`src/rtl/mem_port_b_reader_pkg.sv`:
```
// ----------------------------------------------------------------------------
// mem_reader_pkg
// Shared definitions for the data-memory port-B bulk reader: default widths
// and the controller state encoding.
// ----------------------------------------------------------------------------
package mem_reader_pkg;

    localparam int ADDR_W_DEF = 18;   // port-B address width (2^18 words)
    localparam int DATA_W_DEF = 24;   // memory word width
    localparam int CNT_W_DEF  = 18;   // word_count command field width

    typedef enum logic [1:0] {
        IDLE  = 2'd0,
        READ  = 2'd1,
        DRAIN = 2'd2,
        DONE  = 2'd3
    } reader_state_e;

endpackage

```
`src/rtl/mem_port_b_reader_if.sv`:
```
// ----------------------------------------------------------------------------
// mem_port_b_reader_if
// Valid/ready word stream carrying memory words out of the port-B reader.
//   out_valid : word available (source -> sink)
//   out_ready : sink accepts the word (sink -> source)
//   out_data  : stream word
//   out_last  : final word of the transfer
// master = stream source (the reader), slave = stream sink.
// ----------------------------------------------------------------------------
interface mem_port_b_reader_if #(
    parameter int DATA_W = 24
);
    logic              out_valid;
    logic              out_ready;
    logic [DATA_W-1:0] out_data;
    logic              out_last;

    modport master (
        output out_valid,
        output out_data,
        output out_last,
        input  out_ready
    );

    modport slave (
        input  out_valid,
        input  out_data,
        input  out_last,
        output out_ready
    );
endinterface

```
`src/rtl/mem_port_b_reader_skid_fifo.sv`:
```
// ----------------------------------------------------------------------------
// reader_skid_fifo
// Two-entry FIFO holding {last, data} words returned from memory.
//   clk, rst   : clock, synchronous active-high reset (empties the FIFO and
//                zeroes the storage so the head reads 0)
//   push       : write push_data this cycle
//   push_data  : {last, data}
//   pop        : consume the head this cycle
//   head_data  : current head entry
//   full/empty : occupancy flags
//   count      : occupancy (0..2), used by the read-issue credit logic
// A simultaneous push and pop is legal, including when full.
// ----------------------------------------------------------------------------
module reader_skid_fifo #(
    parameter int W = 25
) (
    input  logic         clk,
    input  logic         rst,
    input  logic         push,
    input  logic [W-1:0] push_data,
    input  logic         pop,
    output logic [W-1:0] head_data,
    output logic         full,
    output logic         empty,
    output logic [1:0]   count
);

    logic [W-1:0] entry_r [2];
    logic         wr_ptr_r;
    logic         rd_ptr_r;
    logic [1:0]   count_r;
    logic         pop_ok_s;
    logic         push_ok_s;

    // Qualify requests so a stray pop/push can never corrupt the pointers.
    always_comb begin
        pop_ok_s  = pop & (count_r != 2'd0);
        push_ok_s = push & ((count_r != 2'd2) | pop_ok_s);
    end

    // Storage, pointers and occupancy.
    always_ff @(posedge clk) begin
        if (rst) begin
            entry_r[0] <= {W{1'b0}};
            entry_r[1] <= {W{1'b0}};
            wr_ptr_r   <= 1'b0;
            rd_ptr_r   <= 1'b0;
            count_r    <= 2'd0;
        end else begin
            if (push_ok_s) begin
                entry_r[wr_ptr_r] <= push_data;
                wr_ptr_r          <= ~wr_ptr_r;
            end
            if (pop_ok_s) begin
                rd_ptr_r <= ~rd_ptr_r;
            end
            case ({push_ok_s, pop_ok_s})
                2'b10:   count_r <= count_r + 2'd1;
                2'b01:   count_r <= count_r - 2'd1;
                default: count_r <= count_r;
            endcase
        end
    end

    assign head_data = entry_r[rd_ptr_r];
    assign full      = (count_r == 2'd2);
    assign empty     = (count_r == 2'd0);
    assign count     = count_r;

endmodule

```
`src/rtl/mem_port_b_reader.sv`:
```
// ----------------------------------------------------------------------------
// mem_port_b_reader
// Bulk reader for the data memory's port B. A start command sweeps a
// contiguous (modulo 2^ADDR_W) address range and streams the words out over
// a valid/ready interface while the pipeline keeps port A.
//   clk, rst     : clock (also clocks memory port B), sync active-high reset
//   start        : command strobe, accepted only when idle
//   base_addr    : first word address, sampled on an accepted start
//   word_count   : number of words, sampled on an accepted start
//   busy         : transfer in progress (low in the done cycle)
//   done         : one-cycle end-of-transfer pulse
//   address_b    : memory port-B address
//   read_data_b  : memory port-B read data, one cycle after address_b
//   stream       : out_valid/out_ready/out_data/out_last word stream
// address_b always shows the address of the read being issued in that cycle,
// so the word returns on read_data_b the following cycle and is pushed into
// the FIFO at that edge. A read is issued only if the FIFO plus the read in
// flight, net of this cycle's pop, holds fewer than two words, so the FIFO
// can never overflow.
// ----------------------------------------------------------------------------
module mem_port_b_reader
    import mem_reader_pkg::*;
#(
    parameter int ADDR_W = ADDR_W_DEF,
    parameter int DATA_W = DATA_W_DEF,
    parameter int CNT_W  = CNT_W_DEF
) (
    input  logic              clk,
    input  logic              rst,
    input  logic              start,
    input  logic [ADDR_W-1:0] base_addr,
    input  logic [CNT_W-1:0]  word_count,
    output logic              busy,
    output logic              done,
    output logic [ADDR_W-1:0] address_b,
    input  logic [DATA_W-1:0] read_data_b,
    mem_port_b_reader_if.master stream
);

    localparam logic [CNT_W-1:0]  CNT_ZERO  = {CNT_W{1'b0}};
    localparam logic [CNT_W-1:0]  CNT_ONE   = {{(CNT_W-1){1'b0}}, 1'b1};
    localparam logic [ADDR_W-1:0] ADDR_ONE  = {{(ADDR_W-1){1'b0}}, 1'b1};

    reader_state_e     state_r;
    logic [ADDR_W-1:0] address_b_r;
    logic [CNT_W-1:0]  remaining_r;
    logic              inflight_r;
    logic              inflight_last_r;
    logic              busy_r;
    logic              done_r;

    logic [DATA_W:0]   fifo_head_s;
    logic              fifo_full_s;
    logic              fifo_empty_s;
    logic [1:0]        fifo_count_s;
    logic              pop_s;
    logic [2:0]        occupancy_s;
    logic              issue_s;
    logic              drain_done_s;

    // Issue credit and drain completion, both looking at this cycle's pop.
    always_comb begin
        pop_s       = ~fifo_empty_s & stream.out_ready;
        occupancy_s = {1'b0, fifo_count_s} + {2'b00, inflight_r} - {2'b00, pop_s};
        if ((state_r == READ) && (remaining_r != CNT_ZERO) &&
            (occupancy_s < 3'd2) && !(fifo_full_s && !pop_s)) begin
            issue_s = 1'b1;
        end else begin
            issue_s = 1'b0;
        end
        // Finishing on the pop of the last word puts done in the next cycle.
        if (!inflight_r &&
            ((fifo_count_s == 2'd0) || ((fifo_count_s == 2'd1) && pop_s))) begin
            drain_done_s = 1'b1;
        end else begin
            drain_done_s = 1'b0;
        end
    end

    // Controller: state, address/range counters, read tracking, busy/done.
    always_ff @(posedge clk) begin
        if (rst) begin
            state_r         <= IDLE;
            address_b_r     <= {ADDR_W{1'b0}};
            remaining_r     <= CNT_ZERO;
            inflight_r      <= 1'b0;
            inflight_last_r <= 1'b0;
            busy_r          <= 1'b0;
            done_r          <= 1'b0;
        end else begin
            inflight_r      <= issue_s;
            inflight_last_r <= issue_s && (remaining_r == CNT_ONE);
            done_r          <= 1'b0;
            case (state_r)
                IDLE: begin
                    if (start) begin
                        address_b_r <= base_addr;
                        remaining_r <= word_count;
                        if (word_count != CNT_ZERO) begin
                            state_r <= READ;
                            busy_r  <= 1'b1;
                        end else begin
                            state_r <= DONE;
                            busy_r  <= 1'b0;
                            done_r  <= 1'b1;
                        end
                    end else begin
                        busy_r <= 1'b0;
                    end
                end
                READ: begin
                    busy_r <= 1'b1;
                    if (issue_s) begin
                        remaining_r <= remaining_r - CNT_ONE;
                        // Advance only while more reads follow, so address_b
                        // holds the final address once the sweep is issued.
                        if (remaining_r == CNT_ONE) begin
                            state_r <= DRAIN;
                        end else begin
                            address_b_r <= address_b_r + ADDR_ONE;
                        end
                    end
                end
                DRAIN: begin
                    if (drain_done_s) begin
                        state_r <= DONE;
                        busy_r  <= 1'b0;
                        done_r  <= 1'b1;
                    end else begin
                        busy_r <= 1'b1;
                    end
                end
                DONE: begin
                    state_r <= IDLE;
                    busy_r  <= 1'b0;
                end
                default: begin
                    state_r <= IDLE;
                    busy_r  <= 1'b0;
                end
            endcase
        end
    end

    reader_skid_fifo #(
        .W (DATA_W + 1)
    ) u_fifo (
        .clk       (clk),
        .rst       (rst),
        .push      (inflight_r),
        .push_data ({inflight_last_r, read_data_b}),
        .pop       (pop_s),
        .head_data (fifo_head_s),
        .full      (fifo_full_s),
        .empty     (fifo_empty_s),
        .count     (fifo_count_s)
    );

    assign busy             = busy_r;
    assign done             = done_r;
    assign address_b        = address_b_r;
    assign stream.out_valid = ~fifo_empty_s;
    assign stream.out_data  = fifo_head_s[DATA_W-1:0];
    assign stream.out_last  = fifo_head_s[DATA_W];

endmodule

```
`src/flat_wrapper.sv`:
```
// flat-port wrapper written by rule: the top's interface ports become plain ports
module mem_port_b_reader_flat import mem_reader_pkg::*;
#(
    parameter int ADDR_W = ADDR_W_DEF,
    parameter int DATA_W = DATA_W_DEF,
    parameter int CNT_W  = CNT_W_DEF
)
  (clk, rst, start, base_addr, word_count, busy, done, address_b, read_data_b, stream_out_valid, stream_out_data, stream_out_last, stream_out_ready);
  mem_port_b_reader_if #(.DATA_W(DATA_W)) stream_i ();
  input  logic clk;
  input  logic rst;
  input  logic start;
  input  logic [ADDR_W-1:0] base_addr;
  input  logic [CNT_W-1:0] word_count;
  output logic busy;
  output logic done;
  output logic [ADDR_W-1:0] address_b;
  input  logic [DATA_W-1:0] read_data_b;
  output wire logic [$bits(stream_i.out_valid)-1:0] stream_out_valid;
  output wire logic [$bits(stream_i.out_data)-1:0] stream_out_data;
  output wire logic [$bits(stream_i.out_last)-1:0] stream_out_last;
  input wire logic [$bits(stream_i.out_ready)-1:0] stream_out_ready;
  assign stream_out_valid = stream_i.out_valid;
  assign stream_out_data = stream_i.out_data;
  assign stream_out_last = stream_i.out_last;
  assign stream_i.out_ready = stream_out_ready;
  mem_port_b_reader #(.ADDR_W(ADDR_W), .DATA_W(DATA_W), .CNT_W(CNT_W)) u_core (.clk(clk), .rst(rst), .start(start), .base_addr(base_addr), .word_count(word_count), .busy(busy), .done(done), .address_b(address_b), .read_data_b(read_data_b), .stream(stream_i));
endmodule
```
`config.mk`:
```
export PLATFORM = sky130hd
export DESIGN_NAME = mem_port_b_reader_flat
export DESIGN_NICKNAME = d
export VERILOG_FILES = /design/src/rtl/mem_port_b_reader_pkg.sv /design/src/rtl/mem_port_b_reader_if.sv /design/src/rtl/mem_port_b_reader_skid_fifo.sv /design/src/rtl/mem_port_b_reader.sv /design/src/flat_wrapper.sv
export SDC_FILE = /design/constraint.sdc
export NUM_CORES = 1
export LEC_CHECK = 0
export CORE_ASPECT_RATIO = 1.5
export CORE_MARGIN = 10
export CORE_UTILIZATION = 47
export DETAILED_ROUTE_END_ITERATION = 7
export PLACE_DENSITY = 0.74
export SETUP_SLACK_MARGIN = 0.4
export SYNTH_ARGS = -nofsm -noshare
export SYNTH_HDL_FRONTEND = slang
export SYNTH_SLANG_ARGS = --single-unit
export TNS_END_PERCENT = 50
```
`constraint.sdc`:
```
create_clock -name clk -period 3.85 [get_ports clk]
set_input_delay 0.385 -clock clk [delete_from_list [all_inputs] [get_ports clk]]
set_output_delay 0.385 -clock clk [all_outputs]
set_load 0.005 [all_outputs]
```
-- Yosys cells after proc, flatten, opt, wreduce, memory -nomap -nowiden
Memories as Yosys holds them, arrays and structs flattened. A register that Yosys moved wholly into a read port is not among the register bits.
Cells that the tools add are included.
- output and inout bits: 46
- memories: 1
- flip-flop bits (word level): 46
- logic and storage cells: 95
- memory bits (writable): 50
- input port bits: 64
- reduce and logical (&&, ||, !) cells: 22
- bitwise gates (word level): 7
- mux-type cells: 34
- magnitude comparators: 1
- eq/ne operators: 14
- $add $sub $neg: 6
- memories (name ; depth ; width ; rd ports ; clocked after memory_dff ; wr ports ; RTL line ; source):
    u_core.u_fifo.entry_r ; 2 ; 25 ; 1 ; 1 ; 2 ; mem_port_b_reader_skid_fifo.sv:28 ; logic [W-1:0] entry_r [2];
- operators by type and width (kind ; number):
    18-bit two-way mux ; 5
    18-bit one-hot mux with 2 select lines ; 2
    18-bit nonzero test ; 2
    25-bit two-way mux ; 1
    25-bit OR reduction ; 1
    18-bit by 1-bit adder with 18-bit output (second input constant) ; 1
    18-bit by 1-bit equality test with 1-bit output (second input constant) ; 1
    18-bit by 1-bit subtractor with 18-bit output (second input constant) ; 1
    1-bit two-way mux ; 17
    2-bit two-way mux ; 5
    2-bit equality test (second input constant) ; 4
    2-bit inequality test (second input constant) ; 4
    2-bit one-hot mux with 4 select lines ; 1
    4-bit AND reduction ; 2
    1-bit logical AND ; 7
    2-bit by 1-bit equality test with 1-bit output (second input constant) ; 3
    2-bit nonzero test ; 3
    2-bit logical NOT ; 2
    2-bit by 1-bit inequality test with 1-bit output (second input constant) ; 2
    1-bit one-hot mux with 4 select lines ; 1
    2-bit one-hot mux with 2 select lines ; 1
    2-bit by 1-bit adder with 3-bit output ; 1
    1-bit bitwise AND ; 3
    1-bit logical NOT ; 3
    9 further kinds ; 11

-- Depth between registers and ports, before layout
Gate-level depths: netlist (run 1).
- depth after elaboration: 11
- gate-level depth with buffers: 14
- gate-level depth less buffers: 12

-- Hierarchy
Synthesis (run 1) repeated with hierarchy kept, for this count alone.
- cell total of the unflattened synthesis: 557
- area, all modules: 5471.5 um2
- modules (own cells, without submodules) (module ; seq. area each (um2) ; area each (um2) ; cells each ; instances):
    mem_port_b_reader ; 840.8 ; 3014.1 ; 393 ; 1
    reader_skid_fifo ; 1601.5 ; 2457.4 ; 164 ; 1

-- Least setup slack after synthesis (run 1)
OpenSTA, ideal clock, no wires.
- kind: reg-to-reg
- start point: reg u_core.u_fifo.count_r[1] (netlist: u_core.u_fifo.count[1])
- end point: mem u_core.u_fifo.entry_r[0][0], enable pin
- data required time: 3.408 ns
- data arrival time: 3.034 ns
- stages on the path, launching flop included: 8
- setup slack: 0.375 ns
- path through: dfxtp_1 inv_1 ha_1 nand2b_1 buf_2 inv_1 o21ai_1 o21ai_0
- RTL lines (item ; RTL line ; source):
    start: declaration ; mem_port_b_reader_skid_fifo.sv:31 ; logic [1:0] count_r;
    start signal: assignment ; mem_port_b_reader_skid_fifo.sv:58 ; 2'b10: count_r <= count_r + 2'd1;
    start signal: assignment ; mem_port_b_reader_skid_fifo.sv:59 ; 2'b01: count_r <= count_r - 2'd1;
    start signal: assignment ; mem_port_b_reader_skid_fifo.sv:60 ; default: count_r <= count_r;
    end: declaration ; mem_port_b_reader_skid_fifo.sv:28 ;

-- Worst setup path in the final report (run 1)
- start point: reg u_core.u_fifo.count_r[0] (netlist: u_core.u_fifo.count[0])
- end point: reg u_core.remaining_r[0]
- longest elaborated chain between the ends: 10
- elaborated cells between the ends (all ways): 15
- ends and longest elaborated chain (item ; RTL line ; source):
    parallel branches: the longest is 6 deep, another holds 2-bit by 1-bit adder with 3-bit output ; -- ;
    1-bit logical AND (*) ; mem_port_b_reader.sv:66 ; (occupancy_s < 3'd2) && !(fifo_full_s && !pop_s)) begin
    1-bit two-way mux (*) ; mem_port_b_reader.sv:65 ; if ((state_r == READ) && (remaining_r != CNT_ZERO) &&
    2-bit by 1-bit inequality test with 1-bit output (no source line) (*) ; -- ;
    3-bit AND reduction (no source line) (*) ; -- ;
    end signal: assignment ; mem_port_b_reader.sv:98 ; remaining_r <= word_count;
    end signal: assignment ; mem_port_b_reader.sv:114 ; remaining_r <= remaining_r - CNT_ONE;
    end: declaration ; mem_port_b_reader.sv:46 ; logic [CNT_W-1:0] remaining_r;
Mark *: on every way between the ends.
A chain may end at the register's enable or synchronous reset.

==> metrics.txt, run 1 <==
CTS tree built; cells after synthesis 540; post-DR vias/cell about 5.9; Max Cap Viol 0; share of cells above drive strength 1 a little under an eighth; fin crit share 84.1%; crit path kind reg -> reg; antenna violations before repair 0; synthesized cell area roughly 0.0053 mm^2; GRT Util Overall between 15 and 20%; Max Clock Freq between 300 and 400 MHz; max-slew violation count 0; row cnt 47; Horiz. Die Dim 107 um; normalized max-slew margin 42.5%; vias in the first global route approximately 4700; crit end category register; syn nets approximately 600; Avg Inst Size Synth 9.85 um^2; nets@finish ~710; Layout Utilization 62.4%; CP peak stage delay a little over 0.5 ns; diodes inserted 0; Seq/Total Area, Yosys 45.9%; clk sinks a little under 100; critical path data required time 4.13 ns; pwr/cell area 776 mW/mm^2; pin count of the biggest net entering global routing 43; total grt overflow 0; Synth area leader edfxtp_1; initial core utilization between 40 and 50%; hold_ws 0.498 ns; Crit-path slowest cell fa_1; RSZ-0062 raised after global routing no; drt pass-1 iters 5; LEAKAGE between 0.002 and 0.003 uW; number of DRC markers in iteration 0 ~320; Setup-failing EPs final 0; Least-Margin Pin Slew 0.854 ns; CP max FO 36; Yosys top cell area share about 28%; ys async rst share 0%; CTS Hold Buffers Added 0; Clock Skew between 0.006 and 0.007 ns; Area contributors post-synth edfxtp_1 (28%), dfxtp_1 (18%), and2_1 (6.3%); Worst setup SP type register; ys flop type edfxtp_1; die area about 0.016 mm^2; DRC 0; number of nets with antenna violations after routing 0; core region area around 0.011 mm^2; first-pass GRT wire length 23.4 mm; crit path cell chain inv_1 -> ha_1 -> nand2b_1 -> inv_1 -> ha_1 -> nand2b_1 -> fa_1 -> nand2_1 -> a211oi_4 -> o221ai_2 -> buf_8 -> or3_1 -> a21oi_1; count leader, synth and2_1; Skew-Pair Late Insertion Delay ~0.35 ns; CP delay by family, top adder cells; die height between 150 and 200 um; H-tree depth 3; VDD IR max between 0.6 and 0.7 mV; Port Buffers ~110; Ports 110; synth unique cells ~70; CTS root buffer clkbuf_16; fin crit period roughly 3.2 ns; clock buffer count from CTS 9; outcome complete, no violations; Yosys warning count 0; CP bufs+invs 3; Final Hold Fails 0; # resized after CTS 0; Post-DP HPWL ~11 mm; synth-to-layout area growth 29.6%; setup tns final 0 ns; Routed WL around 15 mm; GPL Wtd Cong 0.875; critical path arrival between 3 and 4 ns; Post-synth EDFFs 50; post-CTS setup buffers 0; Hold WC Path Type reg -> reg; clock slew at reported path FFs 0.07 ns; Bufs on Longest Clock Path 2; via count 4675; synth cell count leaders and2_1 (54), edfxtp_1 (50), dfxtp_1 (47); Synth Register Bits a little under 100; WL/cell 18.5 um
==> stage by stage <==
step,total power (uW),instances,setup slack (ns),cell area (um^2)
after floorplan,3430,540,0.747,5320
after global placement,4230,774,0.521,6550
after detailed placement,4330,774,0.451,6550
after CTS,5300,790,0.478,6870
after global routing,5720,790,0.384,6900
final,5350,790,0.612,6900
==> routing by layer <==
metal	GRT usage (%)	part of all wire, %
met2	33.4	55
met5	0	0
met1	19.2	38
met3	2.78	4.5
met4	8.02	2.2
==> worst paths after layout <==
check,start,end,slack (ns),cells after the start
hold reg to reg,u_core.remaining_r[17],u_core.remaining_r[17],0.50,2
hold / removal,u_core.remaining_r[17],u_core.remaining_r[17],0.50,2
setup reg to reg,u_core.u_fifo.count[0],u_core.remaining_r[0],0.61,13
setup / recovery,u_core.u_fifo.count[0],u_core.remaining_r[0],0.61,13
==> cell usage in the layout (no fill, tap or decap), types with 4 or more instances in the layout <==
| cell type | netlist | layout |
|---|---|---|
| clkdlybuf4s50_1 | 0 | 109 |
| and2_1 | 54 | 54 |
| edfxtp_1 | 50 | 50 |
| dfxtp_1 | 47 | 45 |
| a21oi_1 | 40 | 39 |
| nor2_1 | 36 | 35 |
| mux2_2 | 25 | 25 |
| nand2_1 | 25 | 25 |
| o21ai_0 | 25 | 24 |
| nand3_1 | 17 | 17 |
| nor3_1 | 17 | 16 |
| inv_1 | 14 | 14 |
| ha_1 | 11 | 11 |
| a31oi_1 | 9 | 9 |
| and3_1 | 9 | 9 |
| clkbuf_16 | 0 | 9 |
| buf_4 | 0 | 9 |
| nand4_1 | 6 | 6 |
| o32ai_1 | 6 | 6 |
| o211ai_1 | 6 | 6 |
| a211oi_1 | 6 | 6 |
| nand2b_1 | 5 | 5 |
| nor2b_1 | 5 | 5 |
| nor4_1 | 5 | 5 |
| or2_2 | 4 | 4 |
| mux2i_1 | 4 | 4 |
| a21o_1 | 4 | 4 |
| a32o_1 | 4 | 4 |
==> worst register-to-register path, stage by stage, from the launching register on <==
cell and delay, ns:
dfxtp_2 0.37, inv_1 0.07, ha_1 0.21, nand2b_1 0.16
inv_1 0.14, ha_1 0.26, nand2b_1 0.16, fa_1 0.51
nand2_1 0.11, a211oi_4 0.33, o221ai_2 0.15, buf_8 0.21
or3_1 0.35, a21oi_1 0.14
==> sequential cells by signal, indices dropped and copies added, names as in the netlist, named ones only <==
signal / flops
u_core.inflight_last_r: 1
u_core.done: 1
u_core.u_fifo.count: 2
u_core.inflight_r: 1
u_core.u_fifo.entry_r: 50
u_core.u_fifo.rd_ptr_r: 1
u_core.state_r: 2
u_core.remaining_r: 18
u_core.busy: 1
u_core.address_b: 18
u_core.u_fifo.wr_ptr_r: 1
==> cell type report <==
| cell class | instances | area [um^2] |
|---|---|---|
| Timing Repair Buffer | 119 | 1170 |
| Tap cell | 147 | 184 |
| Sequential cell | 97 | 2450 |
| Clock buffer | 10 | 229 |
| Fill cell | 923 | 4160 |
| Multi-Input combinational cell | 396 | 2720 |
| Clock inverter | 6 | 90.1 |
| Inverter | 15 | 56.3 |
==> kinds of logic after synthesis <==
kind of cell | share of synthesized area [%]
AND/OR/NAND/NOR | 23.7
AO/OA/AOI/OAI | 17.1
flip-flops | 45.9
buffers and inverters | 3.60
multiplexers | 6.04
adder cells (fa/ha/maj) | 2.96
XOR/XNOR | 0.658
==> power breakdown <==
| group | total, uW | internal, uW | switching (uW) |
|---|---|---|---|
| Combinational | 2750 | 1190 | 1560 |
| Sequential | 1630 | 1360 | 272 |
| Clock | 968 | 573 | 395 |
Note: power is estimated with default switching activity, not from simulation.
==> run 2, diff against run 1 <==
--- a/config.mk
+++ b/config.mk
@@ -9,7 +9,7 @@
 export CORE_MARGIN = 10
 export CORE_UTILIZATION = 47
 export DETAILED_ROUTE_END_ITERATION = 7
-export PLACE_DENSITY = 0.74
+export PLACE_DENSITY = 0.77
 export SETUP_SLACK_MARGIN = 0.4
 export SYNTH_ARGS = -nofsm -noshare
 export SYNTH_HDL_FRONTEND = slang
==> constraint.sdc (replaced) <==
create_clock -name clk -period 2.6 [get_ports clk]
set_input_delay 0.26 -clock clk [delete_from_list [all_inputs] [get_ports clk]]
set_output_delay 0.26 -clock clk [all_outputs]
set_load 0.005 [all_outputs]
==> metrics.txt, run 2 (same netlist as run 1, synthesis figures left out) <==
Ports 110 (unchanged); crit path kind reg -> reg; crit path cell chain inv_4 -> ha_4 -> nand2b_4 -> inv_4 -> ha_4 -> nand2b_4 -> fa_2 -> xor2_4 -> a211oi_4 -> buf_4 -> o211ai_1 -> o311ai_1 -> o21ai_1; pwr/cell area 1200 mW/mm^2 (+54%); Worst setup SP type register; drt pass-1 iters 5 (unchanged); pin count of the biggest net entering global routing 35 (-19%); CTS Hold Buffers Added 0 (unchanged); CTS tree built; number of DRC markers in iteration 0 269 (-16%); Placed Cells incl. Taps 793 (+2.5%); most frequent cells in the layout clkdlybuf4s50_1 (109), and2_1 (54), edfxtp_1 (50), dfxtp_1 (45), nor2_1 (35); normalized max-slew margin 41.9% (-0.64 points); Max Cap Viol 0 (unchanged); Skew-Pair Late Insertion Delay 0.35 ns (about the same); CTS root buffer clkbuf_16; Port Buffers 109 (unchanged); Post-DP HPWL 11.3 mm (+5.4%); total grt overflow 0 (unchanged); LEAKAGE 0.00269 uW (+6.6%); diodes inserted 0 (unchanged); critical path arrival 3.09 ns (-0.43 ns); WL/cell 19.0 um (+2.5%); RSZ-0062 raised after global routing yes; via count 4845 (+3.6%); critical path data required time 2.83 ns (-1.30 ns); share of cells above drive strength 1 21.0% (+9.7 points); fin crit share 110% (+26 points); GPL Wtd Cong 0.897 (+2.5%); clock slew at reported path FFs 0.07 ns (about the same); worst min-delay path startpoint u_core.remaining_r[8]; failing checks negative setup slack; initial core utilization 48.1% (unchanged); synth-to-layout area growth 38.4%; Setup crit start u_core.u_fifo.count[1]; Crit-path slowest cell fa_2; crit end category register; CP delay by family, top compound AO/OA/AOI/OAI gates; most common cell after layout, fill and taps aside clkdlybuf4s50_1; max FFs per register 50 (unchanged); CP max FO 5 (-86%); FF-to-FF Start u_core.u_fifo.count[1]; outcome finished, violations left; Least-Margin Pin Slew 0.865 ns (+0.0103 ns); antenna violations before repair 0 (unchanged); clock buffer count from CTS 9 (unchanged); die area 0.0161 mm^2 (unchanged); Finished Layout Cells 817 (+3.4%); number of nets with antenna violations after routing 0 (unchanged); Horiz. Die Dim 107 um (unchanged); Setup-failing EPs final 38 (+38); Final Hold Fails 0 (unchanged); most flop-heavy register u_core.u_fifo.entry_r; Placed Area 0.00677 mm^2 (+3.3%); Routed WL 15.5 mm (+6.0%); H-tree depth 3 (unchanged); Layout Utilization 66.6% (+4.3 points); CP peak stage delay 0.38 ns (-0.13 ns); clk sinks 97 (unchanged); DRC 0 (unchanged); row cnt 47 (unchanged); core region area 0.0111 mm^2 (unchanged); fin crit period 2.86 ns (-0.376 ns); post-DR vias/cell 5.93 (+0.21%); die height 150 um (unchanged); nets@finish 741 (+3.8%); Bufs on Longest Clock Path 2 (unchanged); Clock Skew 0.00824 ns (+0.00208 ns); setup tns final -4.73 ns (-4.73 ns); Max Clock Freq 349 MHz (+13%); first-pass GRT wire length 24.3 mm (+3.6%); VDD IR max 1.03 mV (+59%); Hold WC Path Type reg -> reg; max-slew violation count 0 (unchanged); Finished Cell Area 0.00737 mm^2 (+6.8%); vias in the first global route 4955 (+5.7%); worst setup margin -0.262 ns (-0.874 ns); CP bufs+invs 3 (unchanged); hold_ws 0.503 ns (+0.00572 ns); GRT Util Overall 18.6% (+0.68 points)
==> run 2: cell types whose count changed in the layout (fill, tap and decap cells not counted), sizes merged <==
cell	change
buf	+27
bufinv	-2
clkinvlp	+2
clkinv	-1
inv	+1
==> run 2: power by group <==
| part | internal (uW) | switching (uW) | leakage, uW | total [uW] |
|---|---|---|---|---|
| logic | 2340 | 2770 | 0.00165 | 5110 |
| clock network | 687 | 599 | 0.000137 | 1290 |
| registers | 2010 | 403 | 0.000905 | 2410 |
==> run 2: worst reg2reg max path, stage by stage (launching register included) <==
cell and delay, ns:
dfxtp_4 0.36, inv_4 0.04, ha_4 0.15, nand2b_4 0.14
inv_4 0.06, ha_4 0.19, nand2b_4 0.13, fa_2 0.38
xor2_4 0.19, a211oi_4 0.29, buf_4 0.18, o211ai_1 0.21
o311ai_1 0.32, o21ai_1 0.10
==> run 2: final timing paths <==
kind                      endpoint  slack (ns)  depth (start not counted)
max            u_core.address_b[9]       -0.26                         13
min reg2reg  u_core.remaining_r[8]        0.50                          2
max reg2reg    u_core.address_b[9]       -0.26                         13
min          u_core.remaining_r[8]        0.50                          2
==> run 2: area by class of cell <==
class | instances | area [um^2]
Multi-Input combinational cell | 396 | 2990
Sequential cell | 97 | 2450
Tap cell | 147 | 184
Clock inverter | 6 | 48.8
Inverter | 15 | 63.8
Timing Repair Buffer | 146 | 1390
Clock buffer | 10 | 239
Fill cell | 929 | 3690
==> run 2: metal layers <==
metal / vias up / part of all wire, % / track usage [%]
met3: 32 / 5.6 / 4.66
met2: 202 / 54 / 35.0
met1: 2347 / 38 / 18.8
met4: 0 / 2.4 / 7.81
li1: 2264 / - / -
met5: - / 0 / 0
==> run 2: what timing repair did <==
item                       CTS  global route
setup endpoints to repair   40            65
gates resized for setup     24            36
gates cloned                 3             0
buffers inserted             0             5
pin swaps                   28            19
==> run 2: stage by stage <==
stage	power, uW	setup slack [ns]
floorplan	5240	-0.247
detailed placement	6800	-0.473
finish	8810	-0.262
global route	9360	-0.319
global placement	6630	-0.434
CTS	8330	-0.210
==> run 3, diff against run 2 <==
--- a/config.mk
+++ b/config.mk
@@ -8,6 +8,7 @@
 export CORE_ASPECT_RATIO = 1.5
 export CORE_MARGIN = 10
 export CORE_UTILIZATION = 47
+export CTS_BUF_LIST = sky130_fd_sc_hd__clkbuf_8
 export DETAILED_ROUTE_END_ITERATION = 7
 export PLACE_DENSITY = 0.77
 export SETUP_SLACK_MARGIN = 0.4
==> metrics.txt, run 3 (same netlist as run 1, synthesis figures left out) <==
crit path cell chain inv_4 -> ha_4 -> nand2b_4 -> inv_4 -> ha_4 -> nand2b_4 -> fa_2 -> xor2_2 -> a211oi_4 -> buf_4 -> o211ai_1 -> o311ai_1 -> o21ai_1; worst setup margin -0.258 ns (+0.00420 ns); Bufs on Longest Clock Path 2 (unchanged); Max Clock Freq 350 MHz (+0.15%); pwr/cell area 1160 mW/mm^2 (-3.0%); most frequent cells in the layout clkdlybuf4s50_1 (109), and2_1 (54), edfxtp_1 (50), dfxtp_1 (45), nor2_1 (35); CP max FO 5 (unchanged); number of nets with antenna violations after routing 0 (unchanged); max FFs per register 50 (unchanged); Post-DP HPWL 11.3 mm (unchanged); Routed WL 15.6 mm (+0.22%); Setup-failing EPs final 38 (unchanged); clk sinks 97 (unchanged); antenna violations before repair 0 (unchanged); CTS root buffer clkbuf_8; GPL Wtd Cong 0.897 (unchanged); fin crit share 110% (-0.16 points); die area 0.0161 mm^2 (unchanged); post-DR vias/cell 5.90 (-0.51%); failing checks negative setup slack; most common cell after layout, fill and taps aside clkdlybuf4s50_1; Hold WC Path Type reg -> reg; normalized max-slew margin 40.9% (-0.93 points); DRC 0 (unchanged); CTS tree built; Crit-path slowest cell dfxtp_4; crit end category register; critical path data required time 2.86 ns (+0.03 ns); clock buffer count from CTS 9 (unchanged); diodes inserted 0 (unchanged); WL/cell 19.0 um (about the same); outcome finished, violations left; critical path arrival 3.12 ns (+0.03 ns); Max Cap Viol 0 (unchanged); Clock Skew 0.0111 ns (+0.00291 ns); Final Hold Fails 0 (unchanged); max-slew violation count 0 (unchanged); synth-to-layout area growth 36.9%; pin count of the biggest net entering global routing 35 (unchanged); H-tree depth 3 (unchanged); RSZ-0062 raised after global routing yes; drt pass-1 iters 6 (+1); nets@finish 743 (+0.27%); LEAKAGE 0.00265 uW (-1.5%); Port Buffers 109 (unchanged); vias in the first global route 4953 (-0.040%); Least-Margin Pin Slew 0.879 ns (+0.0139 ns); GRT Util Overall 18.4% (-0.21 points); number of DRC markers in iteration 0 340 (+26%); Skew-Pair Late Insertion Delay 0.37 ns (+0.02 ns); crit path kind reg -> reg; VDD IR max 1.00 mV (-2.5%); Ports 110 (unchanged); first-pass GRT wire length 24.1 mm (-0.71%); core region area 0.0111 mm^2 (unchanged); most flop-heavy register u_core.u_fifo.entry_r; hold_ws 0.510 ns (+0.00647 ns); Worst setup SP type register; via count 4832 (-0.27%); row cnt 47 (unchanged); Horiz. Die Dim 107 um (unchanged); share of cells above drive strength 1 22.3% (+1.3 points); total grt overflow 0 (unchanged); clock slew at reported path FFs 0.10 ns (+0.03 ns); die height 150 um (unchanged); initial core utilization 48.1% (unchanged); Setup WS pre-CTS -0.473 ns (unchanged); CP peak stage delay 0.37 ns (about the same); fin crit period 2.86 ns (-0.00420 ns)
## run 3: changes by cell type in the layout (fill, tap and decap cells not counted), sizes merged
cell / change
or2: +2
## run 3: timing repair
item / CTS / global route
gates cloned: 3 / 2
gates resized for setup: 25 / 44
pin swaps: 30 / 18
setup buffers: 1 / 4
endpoints found under the setup margin: 40 / 86
hold buffers: 0 / 0
hold endpoints to repair: 0 / 0
## run 3: power by group
part	leakage [uW]	switching (uW)	internal, uW
combinational	0.00166	2770	2320
clock	0.0000912	562	386
sequential	0.000905	409	2010
total	0.00265	3740	4720
## run 3: path summary, 6_finish.rpt
kind	startpoint	end	slack [ns]	cells after the start
setup reg to reg	u_core.u_fifo.count[1]	u_core.address_b[9]	-0.26	13
hold reg to reg	u_core.remaining_r[8]	u_core.remaining_r[8]	0.51	2
setup / recovery	u_core.u_fifo.count[1]	u_core.address_b[9]	-0.26	13
hold / removal	u_core.remaining_r[8]	u_core.remaining_r[8]	0.51	2
## run 3: metrics by stage
| stage | total power [uW] | utilization (%) | setup TNS [ns] | instance area, um^2 | cells |
|---|---|---|---|---|---|
| 3_3_place_gp | 6630 | 61.2 | -11.07 | 6770 | 793 |
| 4_1_cts | 7990 | 64.0 | -4.37 | 7070 | 813 |
| 2_1_floorplan | 5240 | - | -5.14 | 5410 | 540 |
| 6_report | 8460 | 65.9 | -4.86 | 7280 | 819 |
| 3_5_place_dp | 6800 | 61.2 | -13.48 | 6770 | 793 |
| 5_1_grt | 8970 | 65.9 | -8.09 | 7280 | 819 |
## run 3: worst max-delay path: cells and delay by family, from the launching register on
kind	cells	cell delay (ns)
and+or+nand+nor	2	0.27
adders and majority gates	3	0.69
DFF	1	0.37
xor gates and xnor gates	1	0.20
AOI/OAI and AO/OA	4	0.93
buffers and inverters	3	0.28
## run 3: area by class of cell
type	instances	area, um^2
Fill cell	941	3770
Multi-Input combinational cell	398	3010
Sequential cell	97	2450
Timing Repair Buffer	146	1400
Tap cell	147	184
Clock buffer	10	138
Inverter	15	63.8
Clock inverter	6	48.8
## run 3: routing by layer
metal	GRT usage, %	routed length (um)
met4	9.31	450
met5	0	0
met1	18.5	5810
met2	34.5	8450
met3	3.77	855
